`src/rtl/sig_change_logger.sv`:
```
// Change-driven event logger: records {timestamp, a, b, i_val==j_val} into a FWFT FIFO whenever the sampled tuple changes.
// Optional drop counter built only when SIG_CHANGE_LOGGER_DROP_CNT_EN is defined; otherwise drop_cnt is tied to 0.
module sig_change_logger #(
  parameter int DATA_W = 32,
  parameter int TS_W   = 16,
  parameter int DEPTH  = 8
) (
  input  logic                     clk,
  input  logic                     rst_n,
  input  logic                     smp_en,
  input  logic                     a,
  input  logic                     b,
  input  logic [DATA_W-1:0]        i_val,
  input  logic [DATA_W-1:0]        j_val,
  output logic                     evt_valid,
  input  logic                     evt_ready,
  output logic [TS_W-1:0]          evt_ts,
  output logic                     evt_a,
  output logic                     evt_b,
  output logic                     evt_eq,
  output logic [$clog2(DEPTH):0]   fifo_level,
  output logic [7:0]               drop_cnt
);

  localparam int AW = $clog2(DEPTH);
  localparam int LW = AW + 1;

  typedef struct packed {
    logic [TS_W-1:0] ts;
    logic            a;
    logic            b;
    logic            eq;
  } rec_t;

  rec_t            mem [DEPTH];
  rec_t            head;
  logic [AW-1:0]   wr_ptr;
  logic [AW-1:0]   rd_ptr;
  logic [LW-1:0]   count;
  logic [TS_W-1:0] ts_cnt;
  logic            first;
  logic [2:0]      last_tup;

  logic            eq;
  logic [2:0]      tup;
  logic            gen;
  logic            full;
  logic            pop;
  logic            push;

  assign eq   = (i_val == j_val);
  assign tup  = {a, b, eq};
  assign gen  = smp_en && (first || (tup != last_tup));
  assign full = (count == LW'(DEPTH));
  assign pop  = evt_valid && evt_ready;
  // A full FIFO still takes the new record when the head leaves in the same cycle.
  assign push = gen && (!full || pop);

  always_ff @(posedge clk or negedge rst_n) begin
    if (!rst_n) begin
      ts_cnt   <= '0;
      first    <= 1'b1;
      last_tup <= '0;
      wr_ptr   <= '0;
      rd_ptr   <= '0;
      count    <= '0;
    end else begin
      // NOTE: non-blocking assignments keep every register reading pre-edge values, independent of statement order.
      ts_cnt <= ts_cnt + TS_W'(1);
      if (gen) begin
        first    <= 1'b0;
        last_tup <= tup;
      end
      if (push) wr_ptr <= wr_ptr + AW'(1);
      if (pop)  rd_ptr <= rd_ptr + AW'(1);
      case ({push, pop})
        2'b10:   count <= count + LW'(1);
        2'b01:   count <= count - LW'(1);
        default: count <= count;
      endcase
    end
  end

  // NOTE: record storage has no reset; emptiness is tracked by count and the head fields are masked while empty.
  always_ff @(posedge clk) begin
    if (push) mem[wr_ptr] <= '{ts: ts_cnt, a: a, b: b, eq: eq};
  end

  assign head       = mem[rd_ptr];
  assign evt_valid  = (count != '0);
  assign evt_ts     = evt_valid ? head.ts : '0;
  assign evt_a      = evt_valid && head.a;
  assign evt_b      = evt_valid && head.b;
  assign evt_eq     = evt_valid && head.eq;
  assign fifo_level = count;

`ifdef SIG_CHANGE_LOGGER_DROP_CNT_EN
  logic [7:0] drop_q;

  always_ff @(posedge clk or negedge rst_n) begin
    if (!rst_n) begin
      drop_q <= '0;
    end else if (gen && !push && (drop_q != 8'hFF)) begin
      drop_q <= drop_q + 8'd1;
    end
  end

  assign drop_cnt = drop_q;
`else
  assign drop_cnt = '0;
`endif

endmodule
```
`config.mk`:
```
export PLATFORM = sky130hd
export DESIGN_NAME = sig_change_logger
export DESIGN_NICKNAME = d
export VERILOG_FILES = /design/src/rtl/sig_change_logger.sv
export SDC_FILE = /design/constraint.sdc
export NUM_CORES = 1
export LEC_CHECK = 0
export ABC_CLOCK_PERIOD_IN_PS = 4460
export CAP_MARGIN = 20
export CELL_PAD_IN_SITES_DETAIL_PLACEMENT = 1
export CELL_PAD_IN_SITES_GLOBAL_PLACEMENT = 2
export CORE_MARGIN = 8
export CORE_UTILIZATION = 42
export CTS_BUF_LIST = sky130_fd_sc_hd__clkbuf_2 sky130_fd_sc_hd__clkbuf_4 sky130_fd_sc_hd__clkbuf_8
export DETAILED_ROUTE_END_ITERATION = 7
export MAX_ROUTING_LAYER = met4
export PLACE_DENSITY_LB_ADDON = 0.1
export SYNTH_ARGS = -nofsm -noshare
export SYNTH_HDL_FRONTEND = slang
export SYNTH_SLANG_ARGS = --single-unit
export TNS_END_PERCENT = 20
```
`constraint.sdc`:
```
create_clock -name clk -period 4.46 [get_ports clk]
set_clock_uncertainty 0.1 [all_clocks]
set_input_delay 0.446 -clock clk [delete_from_list [all_inputs] [get_ports clk]]
set_output_delay 0.446 -clock clk [all_outputs]
set_load 0.005 [all_outputs]
```
==> impl_metrics.yaml <==
final_layout:
  layout_commonest_cell: "edfxtp_1"
  final_nets: 625
  layout-drive-gt1-share_pct: 17.4
  final_cell_mix: "edfxtp_1, clkdlybuf4s50_1, xor2_1"
  finalInstanceArea_um2: 9310
  syn_to_final_growth_pct: 21.8
  n_antenna_cell: 0
timing:
  tightest_slew_ns: 0.850
  fin_setup_tns_ns: 0
  max_freq_ghz: 0.297
  slew_viol_final: 0
  finalHoldViolCount: 0
  finalSetupViolCount: 0
  finalCriticalPeriod_ns: 3.37
  slew_headroom_pct: 43.3
  rsz0062_at_grt: "no"
  fin_crit_sh_pct: 75.6
critical_path:
  cp_max_fo: 40
  crit_family: "flip-flops"
  crit_path_start: "rd_ptr[0]"
  critPathCaptureType: "primary output"
  path_cells: "mux4_2 > mux2i_1 > nor2_1 > clkdlybuf4s50_1"
  slowest_stage: "dfrtp_4"
  r2r.worst_path.cells: 13
  r2r_end: "fifo_level[3]"
  critPathBufInv: 1
  crit_cells: 4
  critPathRequiredTime_ns: 3.91
  reg2reg_slack_ns: 1.55
  cp-start-kind: "register"
  worstPathArrival_ns: 2.83
  critPathMaxStageDelay_ns: 0.99
  crit_end: "evt_ts[0]"
  r2r_start: "last_tup[1]"
  path_class: "reg -> out"
power:
  ir_worst_vdd_uv: 334
  powerDensity_nw_per_um2: 524
  p_leak_nw: 3.36
  finalPower_mw: 4.88
floorplan:
  pin_count: 102
  core.rowCount: 49
  dieArea_um2: 22800
  initial_core_util_pct: 42.7
  dieWidth_um: 151
  die_h_um: 151
  core_um2: 17900
synth:
  syn_area_um2: 7640
  yosysTopAreaCell: "edfxtp_1"
  synth_cell_types: 37
  ys_async_sr_fraction_pct: 16.5
  synth_edf_count: 152
  yosysSeqAreaShare_pct: 69.6
  synthCells: 436
  avgSynthCellArea_um2: 17.5
  yosysWarningCount: 0
  synth-seq-cells: 182
  ys_top_cells_by_area: "edfxtp_1, mux4_2, dfrtp_1"
  synth_top_area_share_pct: 59.7
  synthFlopType: "edfxtp_1"
clocking:
  cts_tree: "yes"
  cts-root-buf: "clkbuf_8"
  h-tree-depth: 4
  hold_buffers: 0
  cts.repair_timing.setup_buffer_count: 0
  cts-buffers-inserted: 17
  clk_latency_ns: 0.45
  cts_buffer_depth: 2
  ctsResizeCount: 0
  clock_sinks: 182
  clkTransAtPathRegs_ns: 0.09
global_routing:
  track_usage_pct: 15.9
  gr-total-overflow: 0
  antenna_found_initial: 0
  grt_pass1_vias: 4641
  grt_pass1_wl_um: 25800
  grt_max_degree: 41
placement:
  dpl-instance-area_um2: 8940
  routabilityCongestion: 0.746
  hpwlAfterDp_um: 11000
  port_buffers: 93
detailed_routing:
  remaining_drc_errors: 0
  drtAntennaViolNets: 0
  dr.pass1.iters: 4
  vias: 4114
  routed_wl_um: 16300
  wl_per_cell_um: 20.6
  vias_per_cell: 5.20
  initialDrtViolationCount: 248
job:
  max_cap_violations: 0
worst_hold_path:
  hp-class: "in -> async"
status:
  status: "complete, no violations"
## registers in the layout, indices dropped and copies added (netlist names)
| register | count |
|---|---|
| rd_ptr | 3 |
| last_tup | 3 |
| ts_cnt | 16 |
| mem | 152 |
| wr_ptr | 3 |
| fifo_level | 4 |
| first | 1 |
## worst register-to-register path: cells and delay by family (launching register included)
family	cells	cell delay, ns
and+or+nand+nor	6	1.21
DFF	1	0.39
AOI/OAI and AO/OA	2	0.36
xor gates and xnor gates	2	0.29
adders and majority gates	1	0.23
buffers and inverters	1	0.12
muxes	1	0.08
## power breakdown
group,leakage (nW),switching [mW],internal (mW)
registers,1.82,0.264,2.03
logic,1.35,0.622,0.922
clock network,0.191,0.533,0.514
## logic make-up after synthesis
family	after synthesis	share of synthesized area, %
AND/OR/NAND/NOR	90	5.83
other	1	0.0491
multiplexers	62	14.4
adder cells (fa/ha/maj)	6	1.08
flip-flops	182	69.6
XOR/XNOR	55	6.30
buffers and inverters	29	1.87
AO/OA/AOI/OAI	11	0.933
## synthesized netlist by cell type, types with 2 or more instances
library cell	count
o21ai_0	2
dfrtp_1	29
mux2i_1	21
and3_1	6
nor4_1	10
buf_4	8
clkbuf_1	7
nor2b_1	2
nor3_1	5
ha_1	5
nand3_1	7
buf_1	4
edfxtp_1	152
xnor2_1	15
nand2_1	17
mux4_2	38
nand4_1	5
nor3b_1	2
buf_2	3
xor2_1	40
inv_1	7
mux2_2	3
nor2_1	30
a21oi_1	5
## how the worst min path moves through the flow
stage | start | to | slack, ns | cells after the start
2_1_floorplan | rst_n | fifo_level[0] | 0.05 | 0
3_3_place_gp | first | first | 0.38 | 1
3_5_place_dp | first | first | 0.38 | 1
4_1_cts | rst_n | fifo_level[1] | 0.26 | 2
5_1_grt | rst_n | fifo_level[1] | 0.27 | 2
6_report | rst_n | fifo_level[1] | 0.28 | 2
## metrics by stage
step                      setup slack (ns)  std cells  hold slack, ns  utilization, %
final                                 1.09        791           0.282            52.0
after global routing                 0.862        791           0.265            52.0
after CTS                            0.930        791           0.262            52.0
after detailed placement             0.748        759           0.380            49.9
after global placement               0.844        759           0.377            49.9
after floorplan                      0.377        443          0.0504               -
## cell type report
class	instances	area, um2
Sequential cell	182	5320
Timing Repair Buffer	109	1050
Tap cell	229	287
Multi-Input combinational cell	232	2250
Clock inverter	11	110
Clock buffer	21	264
Inverter	7	26.3
Fill cell	1689	8590
## metal layers
metal  track usage (%)  wire (um)
met3              4.27        725
met5                 -          0
met2              26.3       8240
met4              5.20        237
met1              18.5       7060
(Power assumes the default switching activity.)
